File: config.mk
export PLATFORM = sky130hd
export DESIGN_NAME = rgb_pwm_sequencer_flat
export DESIGN_NICKNAME = d
export VERILOG_FILES = /design/src/rtl/rgb_pwm_sequencer_pkg.sv /design/src/rtl/rgb_pwm_sequencer_if.sv /design/src/rtl/rgb_pwm_sequencer_env_gen.sv /design/src/rtl/rgb_pwm_sequencer.sv /design/src/flat_wrapper.sv
export SDC_FILE = /design/constraint.sdc
export NUM_CORES = 1
export LEC_CHECK = 0
export ABC_AREA = 1
export CAP_MARGIN = 20
export CORE_AREA = 3 3 177 179
export CTS_CLUSTER_SIZE = 20
export DETAILED_ROUTE_END_ITERATION = 16
export DIE_AREA = 0 0 180 182
export PLACE_DENSITY = 0.63
export SLEW_MARGIN = 20
export SYNTH_ARGS = -nofsm -noshare
export SYNTH_HDL_FRONTEND = slang
export SYNTH_HIERARCHICAL = 1
export SYNTH_SLANG_ARGS = --single-unit
File: constraint.sdc
create_clock -name int_osc -period 5.6 [get_ports int_osc]
set_input_delay 0.56 -clock int_osc [delete_from_list [all_inputs] [get_ports int_osc]]
set_output_delay 0.56 -clock int_osc [all_outputs]
set_load 0.02 [all_outputs]
File: src/rtl/rgb_pwm_sequencer_pkg.sv
// Shared definitions for the RGB PWM sequencer: mode encoding and default geometry.
package rgb_pwm_sequencer_pkg;

  typedef enum logic [1:0] {
    MODE_OFF     = 2'd0,
    MODE_SOLID   = 2'd1,
    MODE_BLINK   = 2'd2,
    MODE_BREATHE = 2'd3
  } mode_e;

  localparam int DEF_NUM_CH     = 3;
  localparam int DEF_PWM_BITS   = 8;
  localparam int DEF_PRESC_BITS = 20;

endpackage

File: src/rtl/rgb_pwm_sequencer_if.sv
// Configuration inputs and PWM/envelope outputs of the RGB PWM sequencer.
interface rgb_pwm_sequencer_if #(
  parameter int NUM_CH     = 3,
  parameter int PWM_BITS   = 8,
  parameter int PRESC_BITS = 20
);
  logic [1:0]                 mode_i;
  logic [NUM_CH*PWM_BITS-1:0] duty_i;
  logic [PRESC_BITS-1:0]      presc_div_i;
  logic [NUM_CH-1:0]          pwm_o;
  logic [PWM_BITS-1:0]        env_o;
  logic                       tick_o;
  logic                       period_o;

  modport master (
    output mode_i, duty_i, presc_div_i,
    input  pwm_o, env_o, tick_o, period_o
  );

  modport slave (
    input  mode_i, duty_i, presc_div_i,
    output pwm_o, env_o, tick_o, period_o
  );
endinterface

File: src/rtl/rgb_pwm_sequencer_env_gen.sv
// Envelope generator: rate prescaler, tick strobe and the off/solid/blink/breathe
// envelope state machine. A mode change restarts the prescaler and the envelope.
module rgb_env_gen
  import rgb_pwm_sequencer_pkg::*;
#(
  parameter int PWM_BITS   = DEF_PWM_BITS,
  parameter int PRESC_BITS = DEF_PRESC_BITS
) (
  input  logic                  clk,
  input  logic                  rst_n,
  input  logic [1:0]            mode_i,
  input  logic [PRESC_BITS-1:0] presc_div_i,
  output mode_e                 mode_o,
  output logic [PWM_BITS-1:0]   env_o,
  output logic                  tick_o
);

  localparam logic [PWM_BITS-1:0] ENV_MAX    = '1;
  localparam logic [PWM_BITS-1:0] ENV_MAX_M1 = ENV_MAX - PWM_BITS'(1);
  localparam logic [PWM_BITS-1:0] ENV_ONE    = PWM_BITS'(1);

  typedef enum logic {DIR_UP, DIR_DOWN} dir_e;

  mode_e                 mode_q, mode_d;
  dir_e                  dir_q, dir_d;
  logic [PRESC_BITS-1:0] presc_q, presc_d;
  logic [PWM_BITS-1:0]   env_q, env_d;
  logic                  tick_q, tick_d;
  logic                  mode_chg;
  logic                  presc_hit;

  // Counter only resets on an exact match, so lowering the divider below the
  // current count lets it run through all-ones and wrap rather than lock up.
  always_comb begin
    mode_d    = mode_e'(mode_i);
    mode_chg  = (mode_d != mode_q);
    presc_hit = (presc_q == presc_div_i);
    presc_d   = presc_q + PRESC_BITS'(1);
    tick_d    = 1'b0;
    env_d     = env_q;
    dir_d     = dir_q;
    if (mode_chg) begin
      presc_d = '0;
      env_d   = '0;
      dir_d   = DIR_UP;
    end else if (presc_hit) begin
      presc_d = '0;
      tick_d  = 1'b1;
      case (mode_q)
        MODE_BLINK: begin
          env_d = (env_q == '0) ? ENV_MAX : '0;
        end
        MODE_BREATHE: begin
          if (dir_q == DIR_UP) begin
            if (env_q != ENV_MAX) env_d = env_q + ENV_ONE;
            if (env_q >= ENV_MAX_M1) dir_d = DIR_DOWN;
          end else begin
            if (env_q != '0) env_d = env_q - ENV_ONE;
            if (env_q <= ENV_ONE) dir_d = DIR_UP;
          end
        end
        default: begin
          env_d = '0;
          dir_d = DIR_UP;
        end
      endcase
    end
  end

  always_ff @(posedge clk or negedge rst_n) begin
    if (!rst_n) begin
      mode_q  <= MODE_OFF;
      presc_q <= '0;
      env_q   <= '0;
      dir_q   <= DIR_UP;
      tick_q  <= 1'b0;
    end else begin
      mode_q  <= mode_d;
      presc_q <= presc_d;
      env_q   <= env_d;
      dir_q   <= dir_d;
      tick_q  <= tick_d;
    end
  end

  assign mode_o = mode_q;
  assign env_o  = env_q;
  assign tick_o = tick_q;

endmodule

File: src/rtl/rgb_pwm_sequencer.sv
// Multi-channel PWM/pattern generator feeding the RGBxPWM pins of SB_RGBA_DRV.
// Effective duties are latched on the last count of a period so edges never glitch.
module rgb_pwm_sequencer
  import rgb_pwm_sequencer_pkg::*;
#(
  parameter int NUM_CH     = DEF_NUM_CH,
  parameter int PWM_BITS   = DEF_PWM_BITS,
  parameter int PRESC_BITS = DEF_PRESC_BITS
) (
  input  logic               int_osc,
  input  logic               rst_n,
  rgb_pwm_sequencer_if.slave bus
);

  localparam int                  PROD_BITS = 2*PWM_BITS + 1;
  localparam logic [PWM_BITS-1:0] CNT_MAX   = '1;

  mode_e               mode;
  logic [PWM_BITS-1:0] env;
  logic                tick;

  rgb_env_gen #(
    .PWM_BITS   (PWM_BITS),
    .PRESC_BITS (PRESC_BITS)
  ) u_env_gen (
    .clk         (int_osc),
    .rst_n       (rst_n),
    .mode_i      (bus.mode_i),
    .presc_div_i (bus.presc_div_i),
    .mode_o      (mode),
    .env_o       (env),
    .tick_o      (tick)
  );

  logic [PWM_BITS-1:0] pwm_cnt_q, pwm_cnt_d;
  logic                period_q, period_d;
  logic                cnt_wrap;
  logic [NUM_CH-1:0]   pwm_vec;

  always_comb begin
    cnt_wrap  = (pwm_cnt_q == CNT_MAX);
    pwm_cnt_d = pwm_cnt_q + PWM_BITS'(1);
    period_d  = cnt_wrap;
  end

  always_ff @(posedge int_osc or negedge rst_n) begin
    if (!rst_n) begin
      pwm_cnt_q <= '0;
      period_q  <= 1'b0;
    end else begin
      pwm_cnt_q <= pwm_cnt_d;
      period_q  <= period_d;
    end
  end

  for (genvar k = 0; k < NUM_CH; k++) begin : g_ch
    logic [PWM_BITS-1:0]  duty;
    logic [PWM_BITS:0]    env_p1;
    logic [PROD_BITS-1:0] prod;
    logic [PWM_BITS-1:0]  scaled;
    logic [PWM_BITS-1:0]  eff_q, eff_d;
    logic                 pwm_q, pwm_d;

    assign duty = bus.duty_i[k*PWM_BITS +: PWM_BITS];

    // Scaling by env+1 makes a full envelope reproduce the programmed duty exactly.
    always_comb begin
      env_p1 = {1'b0, env} + (PWM_BITS+1)'(1);
      prod   = PROD_BITS'(duty) * PROD_BITS'(env_p1);
      scaled = PWM_BITS'(prod >> PWM_BITS);
      eff_d  = eff_q;
      if (cnt_wrap) begin
        case (mode)
          MODE_OFF:   eff_d = '0;
          MODE_SOLID: eff_d = duty;
          default:    eff_d = scaled;
        endcase
      end
      pwm_d = (pwm_cnt_q < eff_q);
    end

    always_ff @(posedge int_osc or negedge rst_n) begin
      if (!rst_n) begin
        eff_q <= '0;
        pwm_q <= 1'b0;
      end else begin
        eff_q <= eff_d;
        pwm_q <= pwm_d;
      end
    end

    assign pwm_vec[k] = pwm_q;
  end

  assign bus.pwm_o    = pwm_vec;
  assign bus.env_o    = env;
  assign bus.tick_o   = tick;
  assign bus.period_o = period_q;

endmodule
File: src/flat_wrapper.sv
// flat-port wrapper written by rule: the top's interface ports become plain ports
module rgb_pwm_sequencer_flat import rgb_pwm_sequencer_pkg::*;
#(
  parameter int NUM_CH     = DEF_NUM_CH,
  parameter int PWM_BITS   = DEF_PWM_BITS,
  parameter int PRESC_BITS = DEF_PRESC_BITS
)
  (int_osc, rst_n, bus_mode_i, bus_duty_i, bus_presc_div_i, bus_pwm_o, bus_env_o, bus_tick_o, bus_period_o);
  rgb_pwm_sequencer_if #(.NUM_CH(NUM_CH), .PWM_BITS(PWM_BITS), .PRESC_BITS(PRESC_BITS)) bus_i ();
  input  logic int_osc;
  input  logic rst_n;
  input wire logic [$bits(bus_i.mode_i)-1:0] bus_mode_i;
  input wire logic [$bits(bus_i.duty_i)-1:0] bus_duty_i;
  input wire logic [$bits(bus_i.presc_div_i)-1:0] bus_presc_div_i;
  output wire logic [$bits(bus_i.pwm_o)-1:0] bus_pwm_o;
  output wire logic [$bits(bus_i.env_o)-1:0] bus_env_o;
  output wire logic [$bits(bus_i.tick_o)-1:0] bus_tick_o;
  output wire logic [$bits(bus_i.period_o)-1:0] bus_period_o;
  assign bus_i.mode_i = bus_mode_i;
  assign bus_i.duty_i = bus_duty_i;
  assign bus_i.presc_div_i = bus_presc_div_i;
  assign bus_pwm_o = bus_i.pwm_o;
  assign bus_env_o = bus_i.env_o;
  assign bus_tick_o = bus_i.tick_o;
  assign bus_period_o = bus_i.period_o;
  rgb_pwm_sequencer #(.NUM_CH(NUM_CH), .PWM_BITS(PWM_BITS), .PRESC_BITS(PRESC_BITS)) u_core (.int_osc(int_osc), .rst_n(rst_n), .bus(bus_i));
endmodule
=== Word level (Yosys, flattened, before mapping) ===
Cells that the tools add are included.

* Register bits after elaboration: 68
* Input port bits: 48
* Output and inout port bits: 13

* $add $sub $neg: 5
* Multipliers: 3
* Magnitude comparators: 5
* Equality and inequality tests: 10
* Multiplexer cells: 20
* Reductions and logical operators: 6

{| class="wikitable"
|+ Operators with widths
! kind !! number
|-
| $pmux 8 s2 || 4
|-
| $mul 8x9->16 || 3
|-
| $mux 8 || 6
|-
| $mux 20 || 2
|-
| $lt 8x8->1 || 3
|-
| $add 20x1->20 const B || 1
|-
| $eq 20x20->1 || 1
|-
| $add 8x1->8 const B || 2
|-
| $add 8x1->9 const B || 1
|-
| $eq 8x8->1 const B || 1
|-
| $ge 8x8->1 const B || 1
|-
| $le 8x1->1 const B || 1
|-
| $logic_not 8->1 || 1
|-
| $ne 4x4->1 const B || 2
|-
| $ne 8x8->1 const B || 1
|-
| $reduce_bool 8->1 || 1
|-
| $sub 8x1->8 const B || 1
|-
| $mux 1 || 7
|-
| $eq 2x2->1 const B || 2
|-
| $reduce_and 3->1 || 1
|-
| $eq 2x1->1 const B || 1
|-
| $logic_not 2->1 || 1
|-
| $ne 2x2->1 || 1
|-
| $ne 2x2->1 const B || 1
|-
| other kinds (3) || 3
|}

=== Longest topological paths before layout ===
Gate-level depths: netlist of run 1.

* Word-level depth: 6
* Gate-level depth with buffers: 27
* Mapped depth without buffers: 26

=== Cells and area by module ===
Netlist of run 1, hierarchy kept.

{| class="wikitable"
|+ By module, submodules not included
! module !! times used !! cells an instance !! area an instance (sq um) !! sequential area each (sq um)
|-
| rgb_pwm_sequencer || 1 || 1,245 || 8,987.4 || 900.9
|-
| rgb_env_gen || 1 || 411 || 2,562.5 || 800.8
|}

=== Worst setup path after synthesis of run 1 ===
No wires, ideal clock.

* Kind: reg2reg
* From: register u_core.u_env_gen.env_q[1], in the netlist u_core/u_env_gen/env_o[1]
* To: register u_core.g_ch[2].eff_q[7]
* Setup time: 0.073 ns
* Arrival time: 4.899 ns
* Data required time: 5.527 ns
* Slack: 0.628 ns
* Cell stages (with the launch flop): 26
* Buffers on the path: 2
* Cell sequence: dfrtp_1 -> ha_1 -> nand2_1 -> nor2_2 -> nand4_1 -> and2_1 -> buf_4 -> inv_4 -> buf_6 -> nor2_1 -> fa_1 -> fa_1 -> fa_1 -> inv_1 -> fa_1 -> inv_1 -> ha_1 -> nand2_1 -> inv_1 -> nand2_1 -> nand2_1 -> a21oi_1 -> nand2_1 -> nand2_1 -> nand3_2 -> a21oi_2

* Cells in the longest elaborated chain, start to end: 3

{| class="wikitable"
|+ Ends and longest elaborated chain
! item !! line !! text
|-
| start: declaration || rgb_pwm_sequencer_env_gen.sv:27 || <nowiki>logic [PWM_BITS-1:0] env_q, env_d;</nowiki>
|-
| start signal: assignment || rgb_pwm_sequencer_env_gen.sv:80 || <nowiki>env_q <= env_d;</nowiki>
|-
| $add 8x1->9 || rgb_pwm_sequencer.sv:68 || <nowiki>env_p1 = {1'b0, env} + (PWM_BITS+1)'(1);</nowiki>
|-
| $mul 8x9->16 || rgb_pwm_sequencer.sv:69 || <nowiki>prod = PROD_BITS'(duty) * PROD_BITS'(env_p1);</nowiki>
|-
| $pmux 8 s2 || rgb_pwm_sequencer.sv:73 || <nowiki>case (mode)</nowiki>
|-
| end signal: assignment || rgb_pwm_sequencer.sv:84 || <nowiki>eff_q <= '0;</nowiki>
|-
| end signal: assignment || rgb_pwm_sequencer.sv:87 || <nowiki>eff_q <= eff_d;</nowiki>
|-
| end: declaration || rgb_pwm_sequencer.sv:61 || <nowiki>logic [PWM_BITS-1:0] eff_q, eff_d;</nowiki>
|}

No other way between the ends.
A chain may end at the register's enable or synchronous reset.

=== Worst setup path in the final report of run 1 ===
* From: register u_core.u_env_gen.env_q[1], in the netlist u_core/u_env_gen/env_o[1]
* To: register u_core.g_ch[0].eff_q[6]

* Cells in the longest elaborated chain, start to end: 3

{| class="wikitable"
|+ Ends and longest elaborated chain
! item !! line
|-
| $add 8x1->9 || rgb_pwm_sequencer.sv:68
|-
| $mul 8x9->16 || rgb_pwm_sequencer.sv:69
|-
| $pmux 8 s2 || rgb_pwm_sequencer.sv:73
|-
| end signal: assignment || rgb_pwm_sequencer.sv:84
|-
| end signal: assignment || rgb_pwm_sequencer.sv:87
|-
| end: declaration || rgb_pwm_sequencer.sv:61
|}

No other way between the ends.

==> results of run 1 <==
## power groups by stage
stage | clock, µW | combinational (µW) | sequential (µW)
2_1_floorplan | 0 | 169 | 507
3_3_place_gp | 0 | 288 | 506
3_5_place_dp | 0 | 290 | 506
4_1_cts | 548 | 292 | 497
5_1_grt | 564 | 330 | 498
6_report | 536 | 291 | 497
## what timing repair did
item / in CTS / in global routing
endpoints found under the setup margin: 0 / 9
hold endpoints to repair: 0 / 0
resized for setup: 0 / 3
## through the flow
stage                     hold slack (ps)  total power (µW)  worst slack [ps]
final                                 418              1320               439
after global routing                  512              1390              23.9
after CTS                             478              1340               236
after detailed placement              519               796               265
after global placement                514               794               312
after floorplan                       264               676               628
## sequential cells by signal, summed over array words and instances (netlist names)
name,flops
u_core/bus.period_o,1
u_core/g_ch.pwm_q,3
u_core/u_env_gen/dir_q,1
u_core/g_ch.eff_q,24
u_core/pwm_cnt_q,8
u_core/u_env_gen/mode_o,2
u_core/u_env_gen/presc_q,20
u_core/u_env_gen/tick_o,1
u_core/u_env_gen/env_o,8
## per-layer routing
layer / wire [µm] / part of all wire [%]
met2: 14400 / 45
met5: 0 / 0
met4: 790 / 2.5
met3: 1860 / 5.9
met1: 14700 / 46
## synthesized netlist by cell type, types with 8 or more instances
| master | number | area share [%] |
|---|---|---|
| nor2_1 | 267 | 8.7 |
| inv_2 | 10 | 0.33 |
| clkbuf_1 | 8 | 0.26 |
| nand4_1 | 17 | 0.92 |
| fa_1 | 120 | 21 |
| ha_1 | 125 | 14 |
| xor2_1 | 21 | 1.6 |
| buf_2 | 11 | 0.48 |
| inv_1 | 312 | 10 |
| nand3_2 | 10 | 0.87 |
| o21ai_0 | 26 | 1.1 |
| a21oi_1 | 100 | 4.3 |
| nand3_1 | 68 | 2.9 |
| nor2_4 | 12 | 1.2 |
| nand2_1 | 407 | 13 |
| dfrtp_1 | 68 | 15 |
## worst max-delay path, cell delays in order (launching register included)
cell and delay (ps):
dfrtp_1 340, buf_4 190, nand3_2 100, nor2_2 100, inv_2 50, nor2_2 90
inv_2 50, nor2_2 100, nand2_1 140, nand2_8 290, nor2_1 90, fa_1 510
fa_1 460, fa_1 540, inv_1 60, fa_1 530, inv_1 40, ha_1 350
a21oi_1 220, o21ai_0 180, a21oi_1 200, nand2_1 90, nand2_1 60, nand3_1 130
a21oi_1 170
## cells in the final DEF, fill, tap and decap left out, types with 2 or more instances in the layout
cell type and n:
buf_4 23, nand3_1 68, clkinv_2 3, nand4_1 17
ha_1 125, a21oi_2 2, nand2_2 4, clkinvlp_4 2
dfrtp_2 2, dfrtp_1 66, clkdlybuf4s50_1 59, nor2_1 267
o211ai_1 4, nand3_2 10, a22oi_1 3, nand3b_1 6
o21ai_0 26, fa_1 120, nor4_1 7, nor2_4 12
nand2_1 407, a21oi_1 100, nor2_2 7, o21a_1 3
a21boi_0 2, xor2_1 21, a21o_1 3, clkbuf_16 9
nor3_1 5, inv_2 10, xnor2_1 7, inv_1 312
## kinds of logic after synthesis
| group | count (synthesis) | share of synthesized area, % |
|---|---|---|
| flip-flops | 68 | 14.7 |
| AO/OA/AOI/OAI | 145 | 6.69 |
| AND/OR/NAND/NOR | 815 | 29.8 |
| XOR/XNOR | 28 | 2.12 |
| adder cells (fa/ha/maj) | 245 | 34.3 |
| buffers and inverters | 355 | 12.3 |
## area by class of cell
type,count,area [µm²]
clock inverter,6,38.8
sequential,68,1700
multi-input combinational,1233,8440
clock buffer,10,239
timing repair buffer,83,768
inverter,323,1210
fill,3059,16800
tap,390,488
## path summary, 6_finish.rpt
kind	end	slack, ps	depth (start not counted)
max	u_core/g_ch[0].eff_q[6]	440	24
min reg2reg	u_core/pwm_cnt_q[1]	520	1
max reg2reg	u_core/g_ch[0].eff_q[6]	440	24
min in group int_osc	u_core/pwm_cnt_q[1]	520	1
max in group asynchronous	u_core/u_env_gen/env_o[3]	4510	2
min	u_core/u_env_gen/presc_q[0]	420	2
==> run metrics, run 1 <==
status=completed; DRC viols=0; I/O pin cnt=61; Critical R2R Launch=u_core/u_env_gen/env_o[1]; leakage=0.00715 µW; CP Capture Type=flip-flop; CP Max Fanout=19; Cells after Synth=1656; endpoints failing setup=0; Die ar.=0.0328 mm²; starting DRC count in detailed routing=754; Placeable Area=0.0297 mm²; fin area=0.0129 mm²; CP startpoint kind=flip-flop; cts bufs inserted=9; sequential area share after synthesis=14.7%; Final min period=5160 ps; Post-Syn Area=0.0115 mm²; GRT Util Overall=19.7%; RSZ-0062 raised after global routing=no; first-pass iteration count of the detailed router=5; CTS max path bufs=2; Placed Cells=2097; Least-Margin Pin Slew=910 ps; Post-synth EDFFs=0; FF+latch count, synth=68; top_reg_cell synth=dfrtp_1; die width=180 µm; Tcrit/Tclk final=92.2%; diode count=0; GR Util met1=27.5%; Crit. Startpoint=u_core/u_env_gen/env_o[1]; number of global-route vias before repair=10400; Netlist cell types=40; normalized max-slew margin=39.3%; GR Layer Usage met3=2.06%; # rows=63; Hold Fails Final Rpt=0; first-pass GRT wire length=52900 µm; initial antenna violation count=0; Vias=10600; sw power=416 µW; GR peak layer=met2; met2 usage=32.2%; die height=182 µm; clock skew=7.43 ps; Total Neg Setup Slack=0 ps; pin count of the biggest net entering global routing=69; # hold bufs at CTS=0; Final Util=43.4%; Initial Utilization=38.9%; Clk Latency, worst-skew pair=340 ps; Crit path arrival time=5420 ps; Comb pwr share=22.0%; layout cells sized above 1=5.34%; vias per inst=5.00; GPL Wtd Cong=0.931; grt total ovfl=0; Post-CTS Setup Bufs=0; HPWL after DPL=25300 µm; Worst VDD drop=0.113 mV; hold crit path type=primary input to asynchronous set/reset pin; Clock power frac=40.5%; PwrDens=103 mW/mm²; sequential share of power=37.6%; CTS tree=done; Layout Nets=2011; H-tree depth=3; Ys Warns=6; critical path type=flip-flop to flip-flop; Routed WL=31800 µm; Final Max Tran Viols=0; ys async rst share=100%; Antenna Nets Post-Route=0; Worst-path clk slew=60 ps; worst path required time=5860 ps; dpl cell area=0.0126 mm²; Post-Syn Nets=1949; DR WL/cell=15.0 µm; Mean Syn Cell Area=6.97 µm²; sw frac=31.4%; clk sinks=68; MaxCap Viol Count=0; area grow syn2layout=11.6%; CTS root buffer=clkbuf_16; P_int=908 µW; fin cells=2113; number of port buffers=60; Max Clk Rate=0.194 GHz
(Power assumes the default switching activity.)
==> run 2: changes to the inputs <==
- HOLD_SLACK_MARGIN: default -> 0.1
==> results of run 2 <==
Final layout, timing and power as in run 1 (identical DEF).
